File: src/rtl/dmem_arbiter.sv
// Two-master arbiter for the single-port data RAM: CPU port A and loader/debug port B.
// A has fixed priority in RUN, B gets a bounded-wait priority slot, PROG gives B sole access.
`timescale 1ns/1ps
module dmem_arbiter #(
    parameter int ADDR_W   = 14,
    parameter int DATA_W   = 32,
    parameter int MAX_WAIT = 4
) (
    input  logic              clk,
    input  logic              rst_n,
    input  logic              prog_mode,
    input  logic              a_req,
    input  logic              a_we,
    input  logic [ADDR_W-1:0] a_addr,
    input  logic [DATA_W-1:0] a_wdata,
    output logic              a_gnt,
    output logic              a_rvalid,
    output logic [DATA_W-1:0] a_rdata,
    input  logic              b_req,
    input  logic              b_we,
    input  logic [ADDR_W-1:0] b_addr,
    input  logic [DATA_W-1:0] b_wdata,
    output logic              b_gnt,
    output logic              b_rvalid,
    output logic [DATA_W-1:0] b_rdata,
    output logic              mem_we,
    output logic [ADDR_W-1:0] mem_addr,
    output logic [DATA_W-1:0] mem_din,
    input  logic [DATA_W-1:0] mem_dout,
    output logic              prog_active
);

    localparam logic [0:0] ST_RUN  = 1'b0;
    localparam logic [0:0] ST_PROG = 1'b1;
    localparam logic       RSEL_A  = 1'b0;
    localparam logic       RSEL_B  = 1'b1;
    localparam logic [3:0] MAX_W   = 4'(MAX_WAIT);

    logic [0:0]        state;
    logic [3:0]        wait_cnt;
    logic              rsel;
    logic              rpend;
    logic [DATA_W-1:0] a_rdata_q;
    logic [DATA_W-1:0] b_rdata_q;

    // NOTE: every output of a combinational block gets a default first, so no path can infer a latch.
    always_comb begin
        a_gnt = 1'b0;
        b_gnt = 1'b0;
        if (rst_n) begin
            if (state == ST_PROG) begin
                b_gnt = b_req;
            end else if (wait_cnt == MAX_W && b_req) begin
                b_gnt = 1'b1;
            end else begin
                a_gnt = a_req;
                b_gnt = b_req & ~a_req;
            end
        end
    end

    // Grants are already zero in reset, so mem_we cannot fire while rst_n is low.
    assign mem_we      = (a_gnt & a_we) | (b_gnt & b_we);
    assign mem_addr    = b_gnt ? b_addr  : a_addr;
    assign mem_din     = b_gnt ? b_wdata : a_wdata;
    assign prog_active = (state == ST_PROG);

    assign a_rvalid = rpend & (rsel == RSEL_A);
    assign b_rvalid = rpend & (rsel == RSEL_B);
    assign a_rdata  = a_rvalid ? mem_dout : a_rdata_q;
    assign b_rdata  = b_rvalid ? mem_dout : b_rdata_q;

    // NOTE: sequential state uses non-blocking assignments so all registers update from pre-edge values.
    always_ff @(posedge clk or negedge rst_n) begin
        if (!rst_n) begin
            state     <= ST_RUN;
            wait_cnt  <= 4'd0;
            rsel      <= RSEL_A;
            rpend     <= 1'b0;
            a_rdata_q <= '0;
            b_rdata_q <= '0;
        end else begin
            state <= prog_mode ? ST_PROG : ST_RUN;

            if (prog_mode || b_gnt || !b_req) begin
                wait_cnt <= 4'd0;
            end else if (wait_cnt != MAX_W) begin
                wait_cnt <= wait_cnt + 4'd1;
            end

            rpend <= (a_gnt & ~a_we) | (b_gnt & ~b_we);
            rsel  <= b_gnt ? RSEL_B : RSEL_A;

            if (a_rvalid) a_rdata_q <= mem_dout;
            if (b_rvalid) b_rdata_q <= mem_dout;
        end
    end

endmodule

File: config.mk
export PLATFORM = sky130hd
export DESIGN_NAME = dmem_arbiter
export DESIGN_NICKNAME = d
export VERILOG_FILES = /design/src/rtl/dmem_arbiter.sv
export SDC_FILE = /design/constraint.sdc
export NUM_CORES = 1
export LEC_CHECK = 0
export CORE_MARGIN = 2
export CORE_UTILIZATION = 38
export DETAILED_ROUTE_END_ITERATION = 6
export MAX_ROUTING_LAYER = met4
export PLACE_DENSITY_LB_ADDON = 0.05
export SLEW_MARGIN = 20
export SYNTH_ARGS = -nofsm -noshare
export SYNTH_HDL_FRONTEND = slang
export SYNTH_SLANG_ARGS = --single-unit
File: constraint.sdc
create_clock -name clk -period 2.7 [get_ports clk]
set_input_delay 0.27 -clock clk [delete_from_list [all_inputs] [get_ports clk]]
set_output_delay 0.27 -clock clk [all_outputs]
set_load 0.05 [all_outputs]
==> results_dict.tcl <==
set metrics [dict create \
    status "finished, final reports clean" \
    htreeDepth 3 \
    power_mw 5.17 \
    ys_ff_latch 71 \
    fin_util 0.737 \
    syn_to_final_growth_pct 86.4 \
    drt-total-wl_um 10700 \
    dieArea_um2 9940 \
    synth-warning-count 0 \
    clockPowerShare 0.187 \
    drv_cap 0 \
    avgSynthCellArea_um2 15.2 \
    numCtsBuffers 9 \
    wl_per_cell_um 18.0 \
    maxSlewViolCount 0 \
    post-route-drc-count 0 \
    antenna_left 0 \
    core_area_um2 8810 \
    reg2reg_slack_ns 1.09 \
    grt_pass1_wl_um 15800 \
    final_common_cell "clkdlybuf4s50_1" \
    hp-class "input port to asynchronous set/reset pin" \
    root_buffer "clkbuf_8" \
    antenna_found_initial 0 \
    fin_area_um2 6490 \
    crit_slowest_cell "dfrtp_1" \
    routabilityCongestion 0.854 \
    setup_viol 0 \
    nFillCells 602 \
    cts_sinks 71 \
    crit_path_start "wait_cnt[0]" \
    power_frac_seq 0.266 \
    max-vdd-ir-drop_mv 0.620 \
    start_kind "flop" \
    power.internal_mw 3.10 \
    grtUsageTotal 0.214 \
    endpoint_kind "output pin" \
    crit_path_cell_trace "inv_1 > ha_1 > nand3b_4 > a21oi_4 > buf_12 > mux2_2 > buf_4" \
    clock_skew_ns 0.00348 \
    die_w_um 99.7 \
    hold_violations 0 \
    yosys.cell_types.count 27 \
    tightest_slew_ns 0.552 \
    clock_path_buffers 2 \
    syn-cell-area_um2 3480 \
    drive_gt1_frac 0.511 \
    dr.pass1.iters 4 \
    path_class "flop to output pin" \
    power_switching_mw 2.07 \
    num_rows 34 \
    gr-total-overflow 0 \
    post-route-period-util 0.955 \
    worstSkewPairLatency_ns 0.33 \
    cellLeakagePower_nw 2.90 \
    reg2reg_from "wait_cnt[0]" \
    synth_nets 362 \
    cts.clk_slew.worst_paths_ns 0.07 \
    nets 615 \
    switching_share 0.400 \
    required_ns 2.43 \
    path_max_fanout 37 \
    comb_power_share 0.547 \
    avgViaCountPerCell 4.71 \
    worstPathArrival_ns 2.31 \
    vias 2802 \
    rsz0062_at_grt "no" \
    hpwlAfterDp_um 8710 \
    die_h_um 99.7 \
    max_clock_freq_ghz 0.388 \
    whs_ns 0.351 \
    max_stage_delay_ns 0.41 \
    cts_tree "yes" \
    relSlewSlack 0.632 \
    fin_crit_ns 2.58 \
    p_per_area_nw_per_um2 797 \
    grt_max_degree 46 \
    io_buffers 246 \
    placed_area_um2 6250 \
    fin_setup_tns_ns 0 \
    layout_common_cells "clkdlybuf4s50_1, mux2_2, buf_4, dfrtp_1, buf_12" \
    worstRegToRegCells 5 \
    r2r_end "rpend" \
    synthCells 229 \
    num_antenna_cells 0 \
    drtIter0Drc 75 \
    ioPinCount 247 \
    yosysSeqAreaShare 0.510 \
    cp-endpoint "mem_addr[4]" \
    floorplan.initialDensity 0.395 \
    grt_pass1_vias 3068 \
]
## worst min path at each step
stage          start            to  cells past startpoint
2_1_floorplan  rst_n  a_rdata_q[0]                      0
3_3_place_gp   rst_n         rpend                      1
3_5_place_dp   rst_n         rpend                      1
4_1_cts        rst_n         rpend                      2
5_1_grt        rst_n         rpend                      2
6_report       rst_n          rsel                      2
## registers in the layout, summed over array words and instances, names as in the netlist
name	cells
a_rdata_q	32
b_rdata_q	32
wait_cnt	4
prog_active	1
rpend	1
rsel	1
## area by class of cell
cell class / instances / area [µm²] / share of cell area
timing repair buffer: 254 / 2750 / 0.424
sequential: 71 / 1780 / 0.274
multi-input combinational: 141 / 1580 / 0.243
clock buffer: 12 / 155 / 0.0239
tap: 108 / 135 / 0.0208
clock inverter: 4 / 76.3 / 0.0118
inverter: 5 / 18.8 / 0.00289
## layer usage
metal | track usage | wire (µm)
met2 | 0.368 | 5670
met5 | - | 0
met1 | 0.248 | 4290
met4 | 0.0453 | 68
met3 | 0.0639 | 691
## through the flow
stage                     worst slack (ns)  instances
after floorplan                      0.572        229
after global placement               0.405        578
after detailed placement             0.374        578
after CTS                           0.0848        595
after global routing                0.0192        595
final                                0.121        595
## critical path: cells and delay by family, from the launching register on
| family | cells | cell delay (ns) |
|---|---|---|
| mux | 1 | 0.37 |
| simple gates | 1 | 0.12 |
| buf+inv | 3 | 0.59 |
| fa+ha+maj | 1 | 0.26 |
| compound gates | 1 | 0.20 |
| flops | 1 | 0.41 |
## repair_timing
item,4_1_cts,5_1_grt
setup endpoints to repair,1,0
hold buffers,1,0
endpoints found under the hold margin,9,0
resized for setup,1,0
setup buffers,0,0
## logic make-up after synthesis
kind of cell / synth area share
mux: 0.390
flops: 0.510
simple gates: 0.0302
buf+inv: 0.0392
compound gates: 0.0180
xor+xnor: 0.00503
fa+ha+maj: 0.00719
## power groups by stage
stage / Combinational, mW / Clock, mW / Sequential, mW
floorplan: 1.62 / 0 / 1.38
global placement: 2.82 / 0 / 1.39
detailed placement: 2.85 / 0 / 1.40
CTS: 2.86 / 0.991 / 1.38
global route: 2.93 / 1.04 / 1.40
finish: 2.83 / 0.966 / 1.38
## Yosys cell counts
library cell,instances,area share
buf_2,7,0.010
mux2_2,81,0.26
o22ai_1,1,0.0018
buf_4,1,0.0022
o32ai_1,1,0.0025
a21oi_4,1,0.0047
a21o_1,1,0.0022
nand2_1,6,0.0065
mux2i_1,1,0.0029
nand3_1,1,0.0014
buf_8,1,0.0043
a41oi_1,1,0.0025
buf_12,3,0.017
o21ai_0,1,0.0014
nand2b_1,2,0.0036
nor2b_1,1,0.0018
a21oi_1,2,0.0029
and3b_1,1,0.0025
ha_1,2,0.0072
nor2_1,4,0.0043
nand3b_4,1,0.0058
and2b_1,1,0.0022
mux2_4,29,0.13
dfrtp_1,71,0.51
xnor2_1,2,0.0050
inv_1,5,0.0054
nor3b_1,1,0.0022
Note: power is estimated with default switching activity, not from simulation.
